--- config.mk ---
export PLATFORM = sky130hd
export DESIGN_NAME = textdisp_console
export DESIGN_NICKNAME = d
export VERILOG_FILES = /design/src/rtl/textdisp_console.sv
export SDC_FILE = /design/constraint.sdc
export NUM_CORES = 1
export LEC_CHECK = 0
export CORE_MARGIN = 4
export CORE_UTILIZATION = 42
export DETAILED_ROUTE_END_ITERATION = 12
export GPL_ROUTABILITY_DRIVEN = 0
export PLACE_DENSITY = 0.73
export SKIP_CTS_REPAIR_TIMING = 1
export SYNTH_ARGS = -nofsm -noshare
export SYNTH_HDL_FRONTEND = slang
export SYNTH_SLANG_ARGS = --single-unit
--- constraint.sdc ---
create_clock -name clk -period 3 [get_ports clk]
set_input_delay 0.6 -clock clk [delete_from_list [all_inputs] [get_ports clk]]
set_output_delay 0.6 -clock clk [all_outputs]
set_load 0.01 [all_outputs]
--- src/rtl/textdisp_console.sv ---
// Character console front-end for the 32x28 text overlay.
// Decodes byte-wide register writes and keeps a hardware cursor. Each request
// becomes single-cell writes on the display's registered write port.
// The multi-cycle row erase and screen clear run in the ERASE_ROW and CLEAR states.
// Register writes are accepted only in IDLE. busy = (state != IDLE).
// The state register is held one cycle past the last cell load. This keeps busy
// high while the final write pulse is on the port, so busy drops in the cycle
// after the last we pulse.
module textdisp_console #(
    parameter int         COLS  = 32,
    parameter int         ROWS  = 28,
    parameter logic [6:0] BLANK = 7'h20
) (
    input  logic       clk,
    input  logic       reset,
    input  logic       reg_we,
    input  logic [1:0] reg_addr,
    input  logic [7:0] reg_wdata,
    output logic       busy,
    output logic [4:0] cursor_x,
    output logic [4:0] cursor_y,
    output logic [4:0] x_wr,
    output logic [4:0] y_wr,
    output logic [6:0] char_wr,
    output logic       we
);

    typedef enum logic [1:0] {
        IDLE      = 2'd0,
        ERASE_ROW = 2'd1,
        CLEAR     = 2'd2
    } state_t;

    localparam logic [4:0] LAST_COL  = 5'(COLS - 1);
    localparam logic [4:0] LAST_ROW  = 5'(ROWS - 1);
    localparam logic [9:0] LAST_CELL = 10'(COLS * ROWS - 1);

    state_t     state_q, state_d;
    logic [9:0] cnt_q, cnt_d;
    // Set when a wrapping character defers the erase of the new row by one cycle
    logic       erase_pend_q, erase_pend_d;
    logic [4:0] cx_q, cx_d;
    logic [4:0] cy_q, cy_d;
    logic [4:0] x_wr_q, x_wr_d;
    logic [4:0] y_wr_q, y_wr_d;
    logic [6:0] char_wr_q, char_wr_d;
    logic       we_q, we_d;

    logic [4:0] next_row;
    logic       printable;

    assign next_row  = (cy_q == LAST_ROW) ? 5'd0 : cy_q + 5'd1;
    assign printable = reg_wdata[7] | ((reg_wdata >= 8'h20) && (reg_wdata <= 8'h7E));

    // Next-state, cursor and display-write decode
    always_comb begin
        state_d      = state_q;
        cnt_d        = cnt_q;
        erase_pend_d = erase_pend_q;
        cx_d         = cx_q;
        cy_d         = cy_q;
        x_wr_d       = x_wr_q;
        y_wr_d       = y_wr_q;
        char_wr_d    = char_wr_q;
        we_d         = 1'b0;

        case (state_q)
            IDLE: begin
                if (reg_we) begin
                    case (reg_addr)
                        2'd0: begin
                            if (printable) begin
                                x_wr_d    = cx_q;
                                y_wr_d    = cy_q;
                                char_wr_d = reg_wdata[7] ? 7'h3F : reg_wdata[6:0];
                                we_d      = 1'b1;
                                if (cx_q == LAST_COL) begin
                                    cx_d         = 5'd0;
                                    cy_d         = next_row;
                                    erase_pend_d = 1'b1;
                                    state_d      = ERASE_ROW;
                                end else begin
                                    cx_d = cx_q + 5'd1;
                                end
                            end else begin
                                case (reg_wdata)
                                    8'h0A: begin
                                        // Line feed: first erase cell issued now
                                        cx_d         = 5'd0;
                                        cy_d         = next_row;
                                        x_wr_d       = 5'd0;
                                        y_wr_d       = next_row;
                                        char_wr_d    = BLANK;
                                        we_d         = 1'b1;
                                        cnt_d        = 10'd0;
                                        erase_pend_d = 1'b0;
                                        state_d      = ERASE_ROW;
                                    end
                                    8'h0D: cx_d = 5'd0;
                                    8'h08: begin
                                        if (cx_q != 5'd0) begin
                                            cx_d      = cx_q - 5'd1;
                                            x_wr_d    = cx_q - 5'd1;
                                            y_wr_d    = cy_q;
                                            char_wr_d = BLANK;
                                            we_d      = 1'b1;
                                        end
                                    end
                                    8'h0C: begin
                                        x_wr_d    = 5'd0;
                                        y_wr_d    = 5'd0;
                                        char_wr_d = BLANK;
                                        we_d      = 1'b1;
                                        cnt_d     = 10'd0;
                                        state_d   = CLEAR;
                                    end
                                    default: ;
                                endcase
                            end
                        end
                        2'd1: cx_d = reg_wdata[4:0];
                        2'd2: cy_d = (reg_wdata[4:0] > LAST_ROW) ? LAST_ROW : reg_wdata[4:0];
                        default: begin
                            if (reg_wdata[0]) begin
                                x_wr_d    = 5'd0;
                                y_wr_d    = 5'd0;
                                char_wr_d = BLANK;
                                we_d      = 1'b1;
                                cnt_d     = 10'd0;
                                state_d   = CLEAR;
                            end
                        end
                    endcase
                end
            end
            ERASE_ROW: begin
                if (erase_pend_q) begin
                    erase_pend_d = 1'b0;
                    cnt_d        = 10'd0;
                    x_wr_d       = 5'd0;
                    y_wr_d       = cy_q;
                    char_wr_d    = BLANK;
                    we_d         = 1'b1;
                end else if (cnt_q[4:0] == LAST_COL) begin
                    state_d = IDLE;
                end else begin
                    cnt_d     = cnt_q + 10'd1;
                    x_wr_d    = cnt_q[4:0] + 5'd1;
                    y_wr_d    = cy_q;
                    char_wr_d = BLANK;
                    we_d      = 1'b1;
                end
            end
            CLEAR: begin
                if (cnt_q == LAST_CELL) begin
                    state_d = IDLE;
                    cx_d    = 5'd0;
                    cy_d    = 5'd0;
                end else begin
                    cnt_d     = cnt_q + 10'd1;
                    x_wr_d    = cnt_d[4:0];
                    y_wr_d    = cnt_d[9:5];
                    char_wr_d = BLANK;
                    we_d      = 1'b1;
                end
            end
            default: state_d = IDLE;
        endcase
    end

    // State, cursor and registered display port
    always_ff @(posedge clk or posedge reset) begin
        if (reset) begin
            state_q      <= IDLE;
            cnt_q        <= 10'd0;
            erase_pend_q <= 1'b0;
            cx_q         <= 5'd0;
            cy_q         <= 5'd0;
            x_wr_q       <= 5'd0;
            y_wr_q       <= 5'd0;
            char_wr_q    <= 7'd0;
            we_q         <= 1'b0;
        end else begin
            state_q      <= state_d;
            cnt_q        <= cnt_d;
            erase_pend_q <= erase_pend_d;
            cx_q         <= cx_d;
            cy_q         <= cy_d;
            x_wr_q       <= x_wr_d;
            y_wr_q       <= y_wr_d;
            char_wr_q    <= char_wr_d;
            we_q         <= we_d;
        end
    end

    assign busy     = (state_q != IDLE);
    assign cursor_x = cx_q;
    assign cursor_y = cy_q;
    assign x_wr     = x_wr_q;
    assign y_wr     = y_wr_q;
    assign char_wr  = char_wr_q;
    assign we       = we_q;

endmodule

==> impl_results.md <==
* Hold/Removal Path Class: flip-flop to flip-flop
* Register area share after synthesis at 33.8%
* Setup_tns at 0 ps
* Fill cells at 653
* Die Ht at approximately 93 um
* Die X-Extent at just over 90 um
* Worst path arrival time at 2960 ps
* Initial antenna violation count at 0
* Max Clk Rate at 359 MHz
* Rows at 30
* GRT overflow at 0
* Ratio of final minimum period to clock period at 92.9%
* Largest net degree at the start of global routing at 42
* Worst-Skew Late Latency at 290 ps
* Number of global-route vias before repair at 2831
* Most Used Layer, Global Route: met2
* Final Hold Vio Count at 0
* Starting density of the core at between 40% and 50%
* # port buffers at 41
* Synth Area in Simple Gates at a little over a fifth
* Post-placement cell area at 3770 um^2
* Post-synth EDFFs at 0
* Maximum vdd drop at 0.463 mV
* H-tree Lvls at 2
* Number of library cell types mapped by synthesis at 60
* Final worst setup slack at 212 ps
* Setup Crit Path Kind: input port to flip-flop
* Routed WL at between 8000 and 9000 um
* WL/cell at 16.2 um
* Drt first-iter violations at ~290
* Startpoint types: input port
* Synth Area in XOR/XNOR at 3.47%
* All-layer global routing usage at approximately 20%
* Multi-input logic area at between 1500 and 2000 um^2
* P per Cell Area at approximately 760 nW/um^2
* Synthesis-to-finish area growth at 28.1%
* Mapped cell area at 3030 um^2
* Final nets at 450
* Yosys warning count at 0
* Met1 Track Usage GR at 27.6%
* CTS tree: yes
* Largest family of logic cells by synthesized area: compound AO/OA/AOI/OAI gates
* Met3 Use GR at 3.30%
* CTS Sinks at 41
* Post-Place Cells at 511
* Crit path required time at 3170 ps
* Drt drc at 0
* Crit. End Element: flip-flop
* Reg clk slew, reported paths at 80 ps
* Outcome: finished clean
* Fraction of registers with async set/reset at 100%
* Least-Margin Pin Slew at between 800 and 900 ps
* Post-Layout Cell Count at 519
* Num CTS Buffers at 5
* Vias post-DR at 3020
* TritonRoute pass-1 iters at 5
* Met2 usage at between 30% and 40%
* Max_cap viols at 0
* Root Buffer: clkbuf_8
* DIE AREA at just under 9000 um^2
* Place WS at -93.8 ps
* Post-Synth Adder-Cell Area at 6.19%
* # diodes at 0
* First-pass GRT wire length at 13700 um
* Final min period at 2790 ps
* Share of layout cells above drive strength 1 at 15.1%
* Primary FF master, synth: dfrtp_1
* Max Buffers Root-to-Sink at 2
* Synth Register Bits at 41
* Clock skew at roughly 13 ps
* Cell count after synthesis at 359
* Top Ports at 42
* Mux contribution to synthesized area at 6.89%
* Finished Cell Area at 3890 um^2
* Leak at 1.63 nW
* Core region area at 6910 um^2
* Post-synthesis compound-gate area fraction at 23.1%
* Detailed Place HPWL at 6330 um
* Vias per cell at 5.82
* Post-route ant nets at 0
* Slew Limit Fails at 0
* Crit path max fanout at 16
* Hold Slack at 501 ps
* Slew headroom at 45.6%
* Mapped Nets at approximately 390
* Register Area at roughly 1000 um^2
* RSZ-0062 raised after global routing: no
* Syn_area_per_cell at 8.45 um^2
* Setup Viol. Count Final at 0
## cell type report
cell class / instances / area share, %
Tap cell: 96 / 3.09
Inverter: 19 / 1.84
Timing Repair Buffer: 77 / 18.2
Multi-Input combinational cell: 278 / 47.4
Sequential cell: 41 / 26.4
Clock inverter: 2 / 0.966
Clock buffer: 6 / 2.12
## critical path, cell delays in order
cell	delay (ps)
clkdlybuf4s50_1	480
inv_1	60
ha_1	280
o31a_1	310
a2111o_1	440
a311oi_4	260
buf_12	190
mux2_2	340
## layout by cell type, fill, tap and decap left out, drive strengths merged, types with 4 or more instances in the layout
master / netlist / routed
a21oi: 29 / 29
a221oi: 5 / 5
a31oi: 5 / 5
buf: 5 / 36
clkbuf: 16 / 6
clkdlybuf4s50: 0 / 41
dfrtp: 41 / 41
ha: 15 / 15
inv: 19 / 19
mux2: 15 / 15
mux2i: 4 / 4
nand2: 28 / 28
nand2b: 5 / 5
nand3: 12 / 12
nand4: 4 / 4
nor2: 37 / 37
nor2b: 10 / 10
nor3: 11 / 11
o21a: 4 / 4
o21ai: 28 / 28
xnor2: 5 / 5
xor2: 7 / 7
## sequential cells by signal, indices dropped and copies added (netlist names)
register / count
char_wr: 7
cnt_q: 10
cursor_x: 5
cursor_y: 5
erase_pend_q: 1
state_q: 2
we: 1
x_wr: 5
y_wr: 5
## power by group
| group | switching [mW] | internal [mW] |
|---|---|---|
| Combinational | 0.775 | 0.790 |
| Sequential | 0.184 | 0.718 |
| Clock | 0.197 | 0.271 |
## synth_stat cells, types with 3 or more instances
library cell | number | area share (%)
ha_1 | 15 | 6.2
dfrtp_1 | 41 | 34
nand2_1 | 28 | 3.5
a211oi_1 | 3 | 0.74
nor2_1 | 36 | 4.5
clkbuf_1 | 16 | 2.0
a221oi_1 | 5 | 1.4
xnor2_1 | 5 | 1.4
o21a_1 | 4 | 0.99
mux2i_1 | 4 | 1.3
nand3_1 | 12 | 2.0
nor3_1 | 11 | 1.8
inv_1 | 19 | 2.4
a21oi_1 | 29 | 4.8
o22ai_1 | 3 | 0.62
xor2_1 | 7 | 2.0
mux2_2 | 15 | 5.6
nand4_1 | 4 | 0.82
a31oi_1 | 5 | 1.0
nor2b_1 | 10 | 2.1
nand4b_1 | 3 | 0.87
o21ai_0 | 26 | 4.3
nand2b_1 | 5 | 1.0
## worst paths after layout
kind | startpoint | end | slack (ps) | cells past startpoint
max | reg_addr[0] | char_wr[6]$_DFFE_PP0P_ | 210 | 8
min reg2reg | x_wr[0]$_DFFE_PP0P_ | x_wr[0]$_DFFE_PP0P_ | 500 | 1
min | x_wr[0]$_DFFE_PP0P_ | x_wr[0]$_DFFE_PP0P_ | 500 | 1
min in group asynchronous | reset | cursor_x[2]$_DFFE_PP0P_ | 750 | 3
max in group asynchronous | reset | cnt_q[8]$_DFFE_PP0P_ | 1890 | 3
max reg2reg | cnt_q[0]$_DFFE_PP0P_ | char_wr[6]$_DFFE_PP0P_ | 290 | 9
## kinds of logic after synthesis
family	Yosys count
compound gates	106
fa+ha+maj	15
buf+inv	40
mux	19
xor+xnor	12
simple gates	126
flops	41
## layer usage
layer  part of all wire [%]  wire length [um]
met1                     47              3940
met2                     46              3840
met3                    5.4               456
met4                    1.7               146
met5                      0                 0
## metrics by stage
step	total power, mW	utilization [%]
floorplan	1.80	-
global placement	2.43	54.5
detailed placement	2.46	54.5
CTS	2.95	56.3
global route	3.15	56.3
finish	2.94	56.3
No activity file was read; power rests on OpenSTA's default activity.
